--- src/rtl/evu_counter_if.sv ---
// CSR bus between the CSR file (master) and the event-counter unit (slave).
// Single-cycle request, response one cycle later on csr_ack_o/csr_rdata_o.
interface evu_counter_if #(
  parameter int CNT_WIDTH = 64
);
  logic                 csr_req_i;
  logic                 csr_we_i;
  logic [1:0]           csr_addr_i;
  logic [CNT_WIDTH-1:0] csr_wdata_i;
  logic [CNT_WIDTH-1:0] csr_rdata_o;
  logic                 csr_ack_o;

  modport master (
    output csr_req_i, csr_we_i, csr_addr_i, csr_wdata_i,
    input  csr_rdata_o, csr_ack_o
  );

  modport slave (
    input  csr_req_i, csr_we_i, csr_addr_i, csr_wdata_i,
    output csr_rdata_o, csr_ack_o
  );
endinterface

--- src/rtl/evu_counter.sv ---
// Programmable event counter sitting behind the event-select mux.
// Drives the select code, samples the mux output through a one-cycle
// evt_q stage, and counts with threshold compare, wrap detection and a
// level interrupt. Configured through a four-register CSR window.
module evu_counter #(
  parameter int CNT_WIDTH = 64
) (
  input  logic        clk_i,
  input  logic        rst_i,
  input  logic        evt_i,
  input  logic        halt_i,
  output logic [3:0]  sel_o,
  output logic        irq_o,
  evu_counter_if.slave csr
);

  localparam logic [CNT_WIDTH-1:0] CNT_ONE = CNT_WIDTH'(1);

  localparam logic [1:0] ST_IDLE   = 2'd0;
  localparam logic [1:0] ST_ARM    = 2'd1;
  localparam logic [1:0] ST_COUNT  = 2'd2;
  localparam logic [1:0] ST_HALTED = 2'd3;

  localparam logic [1:0] A_CTRL   = 2'd0;
  localparam logic [1:0] A_COUNT  = 2'd1;
  localparam logic [1:0] A_THRESH = 2'd2;
  localparam logic [1:0] A_STATUS = 2'd3;

  logic [1:0]           state;
  logic [1:0]           state_nxt;
  logic                 en;
  logic                 irq_en;
  logic                 one_shot;
  logic [3:0]           sel;
  logic [CNT_WIDTH-1:0] count;
  logic [CNT_WIDTH-1:0] thresh;
  logic [CNT_WIDTH-1:0] count_inc;
  logic [CNT_WIDTH-1:0] rd_val;
  logic                 ovf;
  logic                 thr_hit;
  logic                 evt_q;

  logic                 wr_req;
  logic                 rd_req;
  logic                 wr_ctrl;
  logic                 wr_count;
  logic                 wr_thresh;
  logic                 wr_status;
  logic                 inc;
  logic                 wrap_set;
  logic                 thr_set;

  assign wr_req    = csr.csr_req_i & csr.csr_we_i;
  assign rd_req    = csr.csr_req_i & ~csr.csr_we_i;
  assign wr_ctrl   = wr_req & (csr.csr_addr_i == A_CTRL);
  assign wr_count  = wr_req & (csr.csr_addr_i == A_COUNT);
  assign wr_thresh = wr_req & (csr.csr_addr_i == A_THRESH);
  assign wr_status = wr_req & (csr.csr_addr_i == A_STATUS);

  // A captured event still lands after a state change, except when frozen.
  assign inc       = evt_q & (state != ST_HALTED);
  assign count_inc = count + CNT_ONE;
  // A software write to COUNT swallows a coincident increment and its flags.
  assign wrap_set  = inc & ~wr_count & (&count);
  assign thr_set   = inc & ~wr_count & (|thresh) & (count_inc == thresh);

  assign sel_o = sel;
  assign irq_o = irq_en & (ovf | thr_hit);

  // CSR read view of the registers as they stand before this edge.
  always_comb begin
    rd_val = '0;
    case (csr.csr_addr_i)
      A_CTRL:   rd_val[7:0] = {sel, 1'b0, one_shot, irq_en, en};
      A_COUNT:  rd_val      = count;
      A_THRESH: rd_val      = thresh;
      A_STATUS: rd_val[3:0] = {state, thr_hit, ovf};
    endcase
  end

  // Next FSM state; a CTRL write that disables or re-arms overrides the rest.
  always_comb begin
    state_nxt = state;
    case (state)
      ST_ARM:   state_nxt = ST_COUNT;
      ST_COUNT: if (one_shot && (wrap_set || thr_set)) state_nxt = ST_HALTED;
      default:  state_nxt = state;
    endcase
    if (wr_ctrl) begin
      if (!csr.csr_wdata_i[0]) begin
        state_nxt = ST_IDLE;
      end else if ((state == ST_IDLE) || (state == ST_HALTED) ||
                   (csr.csr_wdata_i[7:4] != sel)) begin
        state_nxt = ST_ARM;
      end
    end
  end

  // FSM state register.
  always_ff @(posedge clk_i or posedge rst_i) begin
    if (rst_i) state <= ST_IDLE;
    else       state <= state_nxt;
  end

  // CTRL register; sel doubles as the registered mux select.
  always_ff @(posedge clk_i or posedge rst_i) begin
    if (rst_i) begin
      en       <= 1'b0;
      irq_en   <= 1'b0;
      one_shot <= 1'b0;
      sel      <= 4'd0;
    end else if (wr_ctrl) begin
      en       <= csr.csr_wdata_i[0];
      irq_en   <= csr.csr_wdata_i[1];
      one_shot <= csr.csr_wdata_i[2];
      sel      <= csr.csr_wdata_i[7:4];
    end
  end

  // Event capture: only in COUNT and not halted; ARM blanks the settling mux.
  always_ff @(posedge clk_i or posedge rst_i) begin
    if (rst_i) evt_q <= 1'b0;
    else       evt_q <= (state == ST_COUNT) & evt_i & ~halt_i;
  end

  // Counter: software write beats increment.
  always_ff @(posedge clk_i or posedge rst_i) begin
    if (rst_i)         count <= '0;
    else if (wr_count) count <= csr.csr_wdata_i;
    else if (inc)      count <= count_inc;
  end

  // Threshold register.
  always_ff @(posedge clk_i or posedge rst_i) begin
    if (rst_i)          thresh <= '0;
    else if (wr_thresh) thresh <= csr.csr_wdata_i;
  end

  // Sticky status flags; a new set wins over a coincident W1C.
  always_ff @(posedge clk_i or posedge rst_i) begin
    if (rst_i) begin
      ovf     <= 1'b0;
      thr_hit <= 1'b0;
    end else begin
      ovf     <= (ovf & ~(wr_status & csr.csr_wdata_i[0])) | wrap_set;
      thr_hit <= (thr_hit & ~(wr_status & csr.csr_wdata_i[1])) | thr_set;
    end
  end

  // CSR response one cycle after the request; read data zero otherwise.
  always_ff @(posedge clk_i or posedge rst_i) begin
    if (rst_i) begin
      csr.csr_ack_o   <= 1'b0;
      csr.csr_rdata_o <= '0;
    end else begin
      csr.csr_ack_o   <= csr.csr_req_i;
      csr.csr_rdata_o <= rd_req ? rd_val : '0;
    end
  end

endmodule

--- src/flat_wrapper.sv ---
// flat-port wrapper written by rule: the top's interface ports become plain ports
module evu_counter_flat 
#(
  parameter int CNT_WIDTH = 64
)
  (clk_i, rst_i, evt_i, halt_i, sel_o, irq_o, csr_csr_req_i, csr_csr_we_i, csr_csr_addr_i, csr_csr_wdata_i, csr_csr_rdata_o, csr_csr_ack_o);
  evu_counter_if #(.CNT_WIDTH(CNT_WIDTH)) csr_i ();
  input  logic clk_i;
  input  logic rst_i;
  input  logic evt_i;
  input  logic halt_i;
  output logic [3:0] sel_o;
  output logic irq_o;
  input wire logic [$bits(csr_i.csr_req_i)-1:0] csr_csr_req_i;
  input wire logic [$bits(csr_i.csr_we_i)-1:0] csr_csr_we_i;
  input wire logic [$bits(csr_i.csr_addr_i)-1:0] csr_csr_addr_i;
  input wire logic [$bits(csr_i.csr_wdata_i)-1:0] csr_csr_wdata_i;
  output wire logic [$bits(csr_i.csr_rdata_o)-1:0] csr_csr_rdata_o;
  output wire logic [$bits(csr_i.csr_ack_o)-1:0] csr_csr_ack_o;
  assign csr_i.csr_req_i = csr_csr_req_i;
  assign csr_i.csr_we_i = csr_csr_we_i;
  assign csr_i.csr_addr_i = csr_csr_addr_i;
  assign csr_i.csr_wdata_i = csr_csr_wdata_i;
  assign csr_csr_rdata_o = csr_i.csr_rdata_o;
  assign csr_csr_ack_o = csr_i.csr_ack_o;
  evu_counter #(.CNT_WIDTH(CNT_WIDTH)) u_core (.clk_i(clk_i), .rst_i(rst_i), .evt_i(evt_i), .halt_i(halt_i), .sel_o(sel_o), .irq_o(irq_o), .csr(csr_i));
endmodule
--- config.mk ---
export PLATFORM = sky130hd
export DESIGN_NAME = evu_counter_flat
export DESIGN_NICKNAME = d
export VERILOG_FILES = /design/src/rtl/evu_counter_if.sv /design/src/rtl/evu_counter.sv /design/src/flat_wrapper.sv
export SDC_FILE = /design/constraint.sdc
export NUM_CORES = 1
export LEC_CHECK = 0
export CORE_AREA = 2 2 226 139
export CTS_CLUSTER_SIZE = 25
export DETAILED_ROUTE_END_ITERATION = 7
export DIE_AREA = 0 0 228 141
export DONT_BUFFER_PORTS = 1
export SLEW_MARGIN = 20
export SYNTH_ARGS = -nofsm -noshare
export SYNTH_HDL_FRONTEND = slang
export SYNTH_SLANG_ARGS = --single-unit
--- constraint.sdc ---
create_clock -name clk_i -period 12.2 [get_ports clk_i]
set_input_delay 2.44 -clock clk_i [delete_from_list [all_inputs] [get_ports clk_i]]
set_output_delay 2.44 -clock clk_i [all_outputs]
set_load 0.005 [all_outputs]
==> insert_results.sql, run 1 <==
INSERT INTO impl_metrics (metric_group, metric, value, unit) VALUES
('final_layout', 'layout-area-overhead-vs-synth', '7.066', '%'),
('grt', 'antenna_violations_before_repair', '0', ''),
('final_layout', 'regArea', '5130', 'um2'),
('outcome', 'outcome', 'completed', ''),
('clock_tree', 'clk_pin_slew', '0.06', 'ns'),
('sta', 'fin_setup_tns', '0', 'ns'),
('final_layout', 'layout-drive-gt1-share', '12.87', '%'),
('synthesis', 'async_reset_ff_share', '100.0', '%'),
('place', 'hpwlAfterDp', '28.88', 'mm'),
('synthesis', 'synth.yosys.warnings', '0', ''),
('synthesis', 'synth_top_flop_cell', 'sky130_fd_sc_hd__dfrtp_1', ''),
('synthesis', 'synth_top_area_share', '43.24', '%'),
('clock_tree', 'worstSkewPairLatency', '0.53', 'ns'),
('clock_tree', 'post_cts_resize_count', '0', ''),
('synthesis', 'number_of_flip_flops_and_latches_in_the_synthesized_netlist', '205', ''),
('clock_tree', 'clk_path_buf_depth', '3', ''),
('synthesis', 'postSynthCellCount', '1234', ''),
('floorplanning', 'die_h', '141', 'um'),
('critical_path', 'data_arrival_time_of_the_worst_path', '5.57', 'ns'),
('sta', 'post-route-period-util', '42.23', '%'),
('pwr', 'seq_power_share', '47.1', '%'),
('floorplanning', 'fp-row-count', '50', ''),
('detailed_routing', 'postRouteWirelength', '39.04', 'mm'),
('place', 'routabilityCongestion', '0.9541', ''),
('sta', 'rsz_0062_raised_after_global_routing', 'no', ''),
('final_layout', 'design.final.nets', '1252', ''),
('clock_tree', 'cts-root-buf', 'sky130_fd_sc_hd__clkbuf_16', ''),
('synthesis', 'syn-cell-area', '11860', 'um2'),
('sta', 'final_report_setup_violation_count', '0', ''),
('pwr', 'power.share.clock', '28.9', '%'),
('floorplanning', 'fp.coreArea', '30400', 'um2'),
('detailed_routing', 'firstDrtPassIters', '6', ''),
('critical_path', 'regToRegSetupSlack', '8.31', 'ns'),
('synthesis', 'synth.lib_cells_used.distinct', '68', ''),
('critical_path', 'worstPathCellList', 'inv_1 > ha_2 > buf_4 > and3_4 > nor4_1 > nand4_1 > or4_1 > or4_1 > nor3_2 > nand3_1 > o41ai_2', ''),
('sta', 'hold_viol', '0', ''),
('final_layout', 'multi_input_comb_area', '6264', 'um2'),
('sta', 'layout_setup_ws', '7.047', 'ns'),
('place', 'io_buffers', '0', ''),
('run', 'maxCapViolCount', '0', ''),
('place', 'place_worst_setup_slack', '6.490', 'ns'),
('critical_path', 'r2r-end', 'u_core.thr_hit$_DFF_PP0_', ''),
('detailed_routing', 'drt-initial-drc-count', '1055', ''),
('detailed_routing', 'dr_total_vias', '9325', ''),
('sta', 'timing.clock.skew', '0.01408', 'ns'),
('clock_tree', 'htreeDepth', '1', ''),
('synthesis', 'average_cell_area_after_synthesis', '9.614', 'um2'),
('pwr', 'power_leakage', '4.719', 'nW'),
('clock_tree', 'cts.hold.buffers_added', '0', ''),
('pwr', 'switching_share', '36.23', '%'),
('grt', 'first_pass_grt_wire_length', '59.64', 'mm'),
('sta', 'worst_hold_check_slack', '0.5227', 'ns'),
('critical_path', 'cp_max_fo', '65', ''),
('floorplanning', 'boundaryPins', '142', ''),
('grt', 'grt_max_degree', '73', ''),
('pwr', 'ir_drop', '96.73', 'uV'),
('grt', 'grt_use_total', '24.28', '%'),
('sta', 'worstMarginPinSlew', '1.151', 'ns'),
('floorplanning', 'floorplan.initialDensity', '39.02', '%'),
('pwr', 'switching_power', '0.7934', 'mW'),
('clock_tree', 'cts_made_buffers', '21', ''),
('hold_path', 'timing.hold.worst.class', 'register to register', ''),
('critical_path', 'r2r_cells', '9', ''),
('clock_tree', 'cts_post_setup_buffers_inserted', '0', ''),
('final_layout', 'final.fill_count', '3035', ''),
('clock_tree', 'number_of_sinks_driven_by_the_clock_tree', '205', ''),
('synthesis', 'synth.top_cells.by_area', 'sky130_fd_sc_hd__dfrtp_1 (43%), sky130_fd_sc_hd__xnor2_1 (8.0%), sky130_fd_sc_hd__mux2_2 (6.8%), sky130_fd_sc_hd__nand2_1 (4.2%), sky130_fd_sc_hd__xor2_1 (4.0%)', ''),
('sta', 'max_freq', '194.1', 'MHz'),
('floorplanning', 'design.die.area', '32150', 'um2'),
('critical_path', 'timing.critical_path.from_type', 'input port', ''),
('synthesis', 'sequential_area_share_after_synthesis', '43.24', '%');
power by group through the flow:
stage	Clock [mW]	Combinational, mW	Sequential (mW)
CTS	0.649	0.523	1.02
global placement	0	0.510	1.03
detailed placement	0	0.518	1.03
floorplan	0	0.505	0.884
global route	0.678	0.576	1.05
finish	0.633	0.527	1.03
flip-flops by register name (all words and copies together), names as in the netlist:
name and count:
u_core.count 64, u_core.csr.csr_ack_o 1, u_core.csr.csr_rdata_o 64, u_core.en 1, u_core.evt_q 1, u_core.irq_en 1
u_core.one_shot 1, u_core.ovf 1, u_core.sel_o 4, u_core.state 2, u_core.thr_hit 1, u_core.thresh 64
cell families after synthesis:
kind of cell	count (synthesis)	share of synthesized area (%)
AND/OR/NAND/NOR	491	22.24
flip-flops	205	43.24
AO/OA/AOI/OAI	177	9.935
XOR/XNOR	163	12.10
buffers and inverters	112	4.261
multiplexers	76	7.172
adder cells (fa/ha/maj)	10	1.055
final cells by class:
class                           count  area share, %
Clock buffer                       32          4.777
Sequential cell                   205          40.39
Timing Repair Buffer               11         0.6501
Inverter                           14         0.4728
Multi-Input combinational cell    917          49.31
Clock inverter                      2         0.3054
Tap cell                          416          4.098
worst max-delay path, delay by kind of cell:
kind	cells	cell delay [ns]
and+or+nand+nor	7	2.31
buffers and inverters	2	0.41
AOI/OAI and AO/OA	1	0.22
adders and majority gates	1	0.18
routing by layer:
layer  GRT usage (%)  routed length [um]
met5               0                   0
met4           3.268                 447
met3           7.322                4031
met2           30.97               14480
met1           39.65               20080
per-stage QoR:
stage / power (mW) / area [um2] / cells
floorplan: 1.389 / 11860 / 1234
global placement: 1.540 / 12040 / 1563
detailed placement: 1.551 / 12040 / 1563
CTS: 2.193 / 12690 / 1597
global route: 2.302 / 12700 / 1597
finish: 2.190 / 12700 / 1597
how the worst min path moves through the flow:
stage,start,to,depth (start not counted)
finish,u_core.en$_DFFE_PP0P_,u_core.en$_DFFE_PP0P_,1
global route,u_core.en$_DFFE_PP0P_,u_core.en$_DFFE_PP0P_,1
CTS,u_core.ovf$_DFF_PP0_,u_core.ovf$_DFF_PP0_,2
detailed placement,u_core.ovf$_DFF_PP0_,u_core.ovf$_DFF_PP0_,2
global placement,u_core.en$_DFFE_PP0P_,u_core.en$_DFFE_PP0P_,1
floorplan,u_core.ovf$_DFF_PP0_,u_core.ovf$_DFF_PP0_,2
synth_stat cells (6+ instances only):
master and instances:
sky130_fd_sc_hd__buf_2 31, sky130_fd_sc_hd__a22oi_1 57, sky130_fd_sc_hd__clkbuf_1 50, sky130_fd_sc_hd__xor2_1 54
sky130_fd_sc_hd__or4_1 9, sky130_fd_sc_hd__a222oi_1 8, sky130_fd_sc_hd__nor4_1 39, sky130_fd_sc_hd__nand2_1 132
sky130_fd_sc_hd__and3_1 11, sky130_fd_sc_hd__o21ai_0 71, sky130_fd_sc_hd__xnor2_1 108, sky130_fd_sc_hd__nand4_1 47
sky130_fd_sc_hd__buf_1 6, sky130_fd_sc_hd__nor2_1 113, sky130_fd_sc_hd__and4_1 9, sky130_fd_sc_hd__ha_1 10
sky130_fd_sc_hd__nor3_1 33, sky130_fd_sc_hd__inv_1 14, sky130_fd_sc_hd__a21oi_1 12, sky130_fd_sc_hd__nand2b_1 7
sky130_fd_sc_hd__dfrtp_1 205, sky130_fd_sc_hd__nand3_1 39, sky130_fd_sc_hd__buf_4 8, sky130_fd_sc_hd__mux2_2 72
No activity file was read; power rests on OpenSTA's default activity.
==> run 2: changes to the inputs <==
Clock period 12.2 ns to 4.8 ns, I/O delays scaled along.
==> run 2 against run 1 <==
Against the previous run: core utilization grew 0.68 points; combinational power grew to 2.7 times the previous value; via count grew 1.8%; hold slack got worse by 0.11 ns; sequential power rose to 2.5 times the previous value; register-to-register slack worse by 7.3 ns; non-clock buffer count is 13 higher; final cell count up 1.1%; largest cell class unchanged; highest routed layer unchanged.
==> insert_results.sql, run 2 (synthesized netlist as in run 1, its figures left out) <==
INSERT INTO impl_metrics (metric_group, metric, value, unit) VALUES
('critical_path', 'r2r_cells', '9', ''),
('critical_path', 'critical-path-max-stage-delay', '0.79', 'ns'),
('final_layout', 'layout-drive-gt1-share', '14.29', '%'),
('critical_path', 'worstPathCellList', 'nand4_4 > or4_1 > nor3_1 > xnor2_1 > o2111ai_1 > or4_1 > nor3_2 > nand3_1 > o41ai_2', ''),
('floorplanning', 'floorplan.initialDensity', '39.02', '%'),
('grt', 'grt.overflow.total', '0', ''),
('clock_tree', 'cts_tree', 'done', ''),
('detailed_routing', 'drt-initial-drc-count', '989', ''),
('grt', 'antenna_violations_before_repair', '1', ''),
('sta', 'timing.clock.skew', '0.01526', 'ns'),
('floorplanning', 'boundaryPins', '142', ''),
('clock_tree', 'clk_path_buf_depth', '3', ''),
('detailed_routing', 'ant_nets', '0', ''),
('sta', 'timing.max_slew.rel_slack', '29.23', '%'),
('run', 'maxCapViolCount', '0', ''),
('sta', 'min_period', '3.757', 'ns'),
('detailed_routing', 'postRouteWirelength', '39.79', 'mm'),
('pwr', 'total_power', '5.780', 'mW'),
('critical_path', 'beginning_of_the_worst_register_to_register_path', 'u_core.count[3]$_DFFE_PP0P_', ''),
('place', 'routabilityCongestion', '0.9585', ''),
('sta', 'worstMarginPinSlew', '1.059', 'ns'),
('clock_tree', 'number_of_sinks_driven_by_the_clock_tree', '205', ''),
('critical_path', 'r2r-end', 'u_core.thr_hit$_DFF_PP0_', ''),
('floorplanning', 'fp.coreArea', '30400', 'um2'),
('pwr', 'p_per_area', '447.8', 'nW/um2'),
('floorplanning', 'fp-row-count', '50', ''),
('critical_path', 'slowest_stage', 'sky130_fd_sc_hd__or4_1', ''),
('detailed_routing', 'drc', '0', ''),
('critical_path', 'worstPathRequired', '5.22', 'ns'),
('pwr', 'ir_drop', '228.9', 'uV'),
('grt', 'globalRouteMet1Util', '40.78', '%'),
('clock_tree', 'clk_pin_slew', '0.07', 'ns'),
('final_layout', 'mostFrequentLayoutCells', 'sky130_fd_sc_hd__dfrtp_1 (205), sky130_fd_sc_hd__nand2_1 (132), sky130_fd_sc_hd__nor2_1 (113), sky130_fd_sc_hd__xnor2_1 (108), sky130_fd_sc_hd__mux2_2 (72)', ''),
('detailed_routing', 'firstDrtPassIters', '5', ''),
('place', 'dp.cells', '1575', ''),
('grt', 'globalRoute.busiestLayer', 'met1', ''),
('clock_tree', 'htreeDepth', '1', ''),
('critical_path', 'end_kind', 'register', ''),
('clock_tree', 'worstSkewPairLatency', '0.52', 'ns'),
('grt', 'met2_usage', '30.66', '%'),
('final_layout', 'layout.cells.non_filler', '1614', ''),
('detailed_routing', 'route.detailed.wl_per_inst', '24.65', 'um'),
('final_layout', 'largestRegisters', 'u_core.count x64, u_core.csr.csr_rdata_o x64, u_core.thresh x64', ''),
('critical_path', 'data_arrival_time_of_the_worst_path', '4.17', 'ns'),
('clock_tree', 'cts_made_buffers', '21', ''),
('floorplanning', 'dieWidth', '228', 'um'),
('floorplanning', 'die_h', '141', 'um'),
('sta', 'fin_setup_tns', '0', 'ns'),
('hold_path', 'timing.hold.worst.class', 'input port to asynchronous set/reset pin', ''),
('grt', 'globalRouteMet3Util', '7.767', '%'),
('sta', 'post-route-period-util', '78.28', '%'),
('critical_path', 'setup.worst_path.class', 'register to register', ''),
('critical_path', 'regToRegSetupSlack', '1.04', 'ns'),
('sta', 'hold_viol', '0', ''),
('detailed_routing', 'dr_total_vias', '9491', ''),
('critical_path', 'timing.critical_path.from_type', 'register', ''),
('floorplanning', 'design.die.area', '32150', 'um2'),
('clock_tree', 'cts-root-buf', 'sky130_fd_sc_hd__clkbuf_16', ''),
('sta', 'final_report_setup_violation_count', '0', ''),
('grt', 'grt_max_degree', '105', ''),
('sta', 'rsz_0062_raised_after_global_routing', 'no', ''),
('critical_path', 'critical_path.startpoint', 'u_core.count[3]$_DFFE_PP0P_', ''),
('grt', 'via_count_of_the_first_global_routing_pass', '9246', ''),
('outcome', 'outcome', 'completed', ''),
('critical_path', 'cp_max_fo', '13', ''),
('clock_tree', 'cts.hold.buffers_added', '0', ''),
('final_layout', 'layout.cells.most_common', 'sky130_fd_sc_hd__dfrtp_1', ''),
('detailed_routing', 'vias_per_cell', '5.880', ''),
('clock_tree', 'post_cts_resize_count', '0', ''),
('final_layout', 'design.final.nets', '1265', ''),
('final_layout', 'layout-area-overhead-vs-synth', '8.817', '%'),
('grt', 'first_pass_grt_wire_length', '60.89', 'mm'),
('place', 'hpwlAfterDp', '29.76', 'mm'),
('sta', 'slew_violations', '0', ''),
('sta', 'max_freq', '266.2', 'MHz'),
('critical_path', 'critical_path_s_most_frequent_cell', 'sky130_fd_sc_hd__or4_1', ''),
('pwr', 'power_leakage', '4.833', 'nW'),
('clock_tree', 'cts_post_setup_buffers_inserted', '0', ''),
('place', 'io_buffers', '0', ''),
('sta', 'layout_setup_ws', '1.043', 'ns'),
('grt', 'grt_use_total', '24.86', '%'),
('place', 'place_worst_setup_slack', '1.113', 'ns');
[run 2: report_power, final]
part | leakage (nW) | total [mW] | internal [mW] | switching, mW
logic | 1.88 | 1.40 | 0.629 | 0.771
registers | 2.60 | 2.59 | 2.01 | 0.584
clock network | 0.356 | 1.79 | 1.07 | 0.719
[run 2: layer usage]
| layer | wire [um] | share of wire [%] |
|---|---|---|
| met5 | 0 | 0 |
| met4 | 649 | 1.6 |
| met3 | 4023 | 10 |
| met2 | 14540 | 37 |
| met1 | 20570 | 52 |
[run 2: layout make-up]
class	instances	area, um2
fillers	3038	17490
multi-input cells	917	6251
flip-flops and latches	205	5130
clock buffers	26	574.3
well taps	416	520.5
repair buffers	24	209.0
clock inverters	11	166.4
inverters	14	56.30
diodes	1	2.502
[run 2: worst max path at each step]
stage	endpoint	slack (ns)	depth (start not counted)
2_1_floorplan	u_core.count[0]$_DFFE_PP0P_	1.18	1
3_3_place_gp	u_core.thr_hit$_DFF_PP0_	1.18	9
3_5_place_dp	u_core.thr_hit$_DFF_PP0_	1.11	9
4_1_cts	u_core.thr_hit$_DFF_PP0_	1.10	9
5_1_grt	u_core.thr_hit$_DFF_PP0_	0.80	9
6_report	u_core.thr_hit$_DFF_PP0_	1.04	9
[run 2: per-stage QoR]
stage	utilization (%)	hold WS, ns	area, um2
final	42.46	0.4148	12910
after global routing	42.45	0.4582	12910
after CTS	42.42	0.4552	12900
after detailed placement	39.98	0.4982	12160
after global placement	39.98	0.4874	12160
after floorplan	-	0.4669	11870
[run 2: critical path: cells and delay by family, from the launching register on]
kind | cells | cell delay [ns]
AO/OA/AOI/OAI | 2 | 0.35
AND/OR/NAND/NOR | 6 | 2.50
flip-flops | 1 | 0.58
XOR/XNOR | 1 | 0.21
==> run 3: changes to the inputs <==
Clock period 4.8 ns to 3.24 ns, I/O delays scaled along.
==> run 3 against run 2 <==
Against the previous run: critical path depth grew 3; via count grew 6.2%; clock-buffer cell count shrank 1; first-iteration DRC count grew 7.7%; sequential share of layout area shrank 2.8 points; clock power up 36%; fmax increased by 18%.
==> insert_results.sql, run 3 (synthesized netlist as in run 1, its figures left out) <==
INSERT INTO impl_metrics (metric_group, metric, value, unit) VALUES
('place', 'io_buffers', '0', ''),
('run', 'maxCapViolCount', '0', ''),
('pwr', 'power_leakage', '5.477', 'nW'),
('detailed_routing', 'routed-wl-met3', '4.079', 'mm'),
('sta', 'min_period', '3.187', 'ns'),
('clock_tree', 'cts_made_buffers', '21', ''),
('critical_path', 'data_arrival_time_of_the_worst_path', '3.61', 'ns'),
('detailed_routing', 'routed-wl-met2', '15.92', 'mm'),
('grt', 'via_count_of_the_first_global_routing_pass', '9722', ''),
('floorplanning', 'floorplan.initialDensity', '39.02', '%'),
('detailed_routing', 'route.detailed.wl_per_inst', '24.16', 'um'),
('pwr', 'ir_drop', '352.6', 'uV'),
('detailed_routing', 'ant_nets', '0', ''),
('critical_path', 'cp_max_fo', '8', ''),
('place', 'routabilityCongestion', '0.9541', ''),
('detailed_routing', 'drc', '0', ''),
('final_layout', 'layout.cells.most_common', 'sky130_fd_sc_hd__dfrtp_1', ''),
('clock_tree', 'htreeDepth', '1', ''),
('floorplanning', 'die_h', '141', 'um'),
('sta', 'fin_setup_tns', '0', 'ns'),
('clock_tree', 'clk_path_buf_depth', '3', ''),
('detailed_routing', 'met1Wirelength', '21.59', 'mm'),
('sta', 'post-route-period-util', '98.37', '%'),
('grt', 'first_pass_grt_wire_length', '63.98', 'mm'),
('place', 'dp.cells', '1701', ''),
('detailed_routing', 'firstDrtPassIters', '5', ''),
('clock_tree', 'cts_tree', 'done', ''),
('floorplanning', 'design.die.area', '32150', 'um2'),
('sta', 'worst_hold_check_slack', '0.1520', 'ns'),
('final_layout', 'layout.cells.non_filler', '1743', ''),
('grt', 'grt_use_total', '26.20', '%'),
('detailed_routing', 'postRouteWirelength', '42.11', 'mm'),
('floorplanning', 'fp.coreArea', '30400', 'um2'),
('detailed_routing', 'vias_per_cell', '5.781', ''),
('clock_tree', 'cts.hold.buffers_added', '0', ''),
('final_layout', 'layout-area-overhead-vs-synth', '17.25', '%'),
('sta', 'timing.max_slew.rel_slack', '37.69', '%'),
('clock_tree', 'cts-root-buf', 'sky130_fd_sc_hd__clkbuf_16', ''),
('sta', 'final_report_setup_violation_count', '0', ''),
('critical_path', 'end_kind', 'register', ''),
('final_layout', 'layout-drive-gt1-share', '23.44', '%'),
('grt', 'antenna_violations_before_repair', '0', ''),
('floorplanning', 'boundaryPins', '142', ''),
('detailed_routing', 'dr_total_vias', '10080', ''),
('sta', 'worstMarginPinSlew', '0.9328', 'ns'),
('final_layout', 'antenna_cells', '0', ''),
('detailed_routing', 'maxUsedRoutingLayer', 'met4', ''),
('floorplanning', 'fp-row-count', '50', ''),
('sta', 'max_freq', '313.7', 'MHz'),
('clock_tree', 'worstSkewPairLatency', '0.53', 'ns'),
('grt', 'grt_max_degree', '71', ''),
('clock_tree', 'number_of_sinks_driven_by_the_clock_tree', '205', ''),
('grt', 'grt.overflow.total', '0', ''),
('sta', 'slew_violations', '0', ''),
('final_layout', 'final.fill_count', '2981', ''),
('place', 'hpwlAfterDp', '32.49', 'mm'),
('critical_path', 'timing.critical_path.from_type', 'register', ''),
('critical_path', 'worstPathRequired', '3.66', 'ns'),
('final_layout', 'largestRegisters', 'u_core.count x64, u_core.csr.csr_rdata_o x64, u_core.thresh x64', ''),
('final_layout', 'mostFrequentLayoutCells', 'sky130_fd_sc_hd__dfrtp_1 (199), sky130_fd_sc_hd__buf_4 (150), sky130_fd_sc_hd__nand2_1 (132), sky130_fd_sc_hd__nor2_1 (112), sky130_fd_sc_hd__xnor2_1 (108)', ''),
('final_layout', 'design.final.nets', '1397', ''),
('sta', 'hold_viol', '0', ''),
('outcome', 'outcome', 'completed', ''),
('floorplanning', 'dieWidth', '228', 'um'),
('sta', 'rsz_0062_raised_after_global_routing', 'no', ''),
('critical_path', 'setup.worst_path.class', 'register to register', ''),
('sta', 'timing.clock.skew', '0.01841', 'ns'),
('pwr', 'p_per_area', '631.2', 'nW/um2'),
('clock_tree', 'clk_pin_slew', '0.07', 'ns'),
('detailed_routing', 'drt-initial-drc-count', '1065', ''),
('hold_path', 'timing.hold.worst.class', 'input port to register', '');
-- run 3: changes by cell type in the layout (fill, tap and decap cells not counted), sizes merged --
cell / before / now
buf: 24 / 156
clkinv: 3 / 7
clkinvlp: 4 / 1
bufinv: 4 / 2
clkbuf: 26 / 25
diode: 1 / 0
-- run 3: routing by layer --
metal | vias up | global-route usage (%)
met5 | - | 0
met4 | 0 | 3.578
met3 | 31 | 7.888
met2 | 423 | 33.81
met1 | 5083 | 42.44
li1 | 4539 | -
-- run 3: timing repair --
action	4_1_cts	5_1_grt
buffers inserted	0	7
resized for setup	0	14
setup endpoints to repair	0	2
-- run 3: cell type report --
type	count	area (um2)	share of cell area [%]
clock inverters	10	111.4	0.8005
flip-flops and latches	205	5137	36.93
inverters	14	56.30	0.4048
well taps	416	520.5	3.742
clock buffers	25	550.5	3.958
multi-input cells	917	6289	45.21
repair buffers	156	1246	8.959
-- run 3: stage by stage --
stage               worst slack [ns]  power (mW)  utilization [%]  area, um2
floorplan                   -0.06627       5.230                -      11870
global placement            -0.01231       6.203            43.26      13150
detailed placement          -0.06093       6.231            43.26      13150
CTS                          0.06715       8.699            45.43      13810
global route                0.006465       9.211            45.75      13910
finish                       0.05269       8.780            45.75      13910
-- run 3: report_power, final --
group / internal [mW] / switching [mW]
registers: 2.99 / 0.647
logic: 1.24 / 1.46
clock network: 1.38 / 1.07
-- run 3: path summary, 6_finish.rpt --
kind                                                   from                              endpoint  depth (start not counted)  slack, ns
worst min-delay path                          csr_csr_req_i        u_core.csr.csr_ack_o$_DFF_PP0_                          0       0.15
min in group asynchronous                             rst_i  u_core.csr.csr_rdata_o[22]$_DFF_PP0_                          1       0.19
worst max register to register  u_core.count[5]$_DFFE_PP0P_              u_core.thr_hit$_DFF_PP0_                         12       0.05
max in group asynchronous                             rst_i         u_core.thresh[56]$_DFFE_PP0P_                          2       2.32
worst min register to register        u_core.en$_DFFE_PP0P_                 u_core.en$_DFFE_PP0P_                          1       0.52
worst max-delay path            u_core.count[5]$_DFFE_PP0P_              u_core.thr_hit$_DFF_PP0_                         12       0.05
-- run 3: critical path, stage by stage (launching register included) --
cell and delay (ns):
sky130_fd_sc_hd__dfrtp_1 0.43, sky130_fd_sc_hd__nand4_4 0.25, sky130_fd_sc_hd__buf_4 0.26, sky130_fd_sc_hd__nor4_4 0.32, sky130_fd_sc_hd__buf_4 0.22, sky130_fd_sc_hd__nand4_1 0.17
sky130_fd_sc_hd__buf_4 0.20, sky130_fd_sc_hd__nor4_1 0.31, sky130_fd_sc_hd__xnor2_1 0.18, sky130_fd_sc_hd__o21ai_0 0.19, sky130_fd_sc_hd__nor3_2 0.22, sky130_fd_sc_hd__nand3_1 0.11
sky130_fd_sc_hd__o41ai_2 0.22
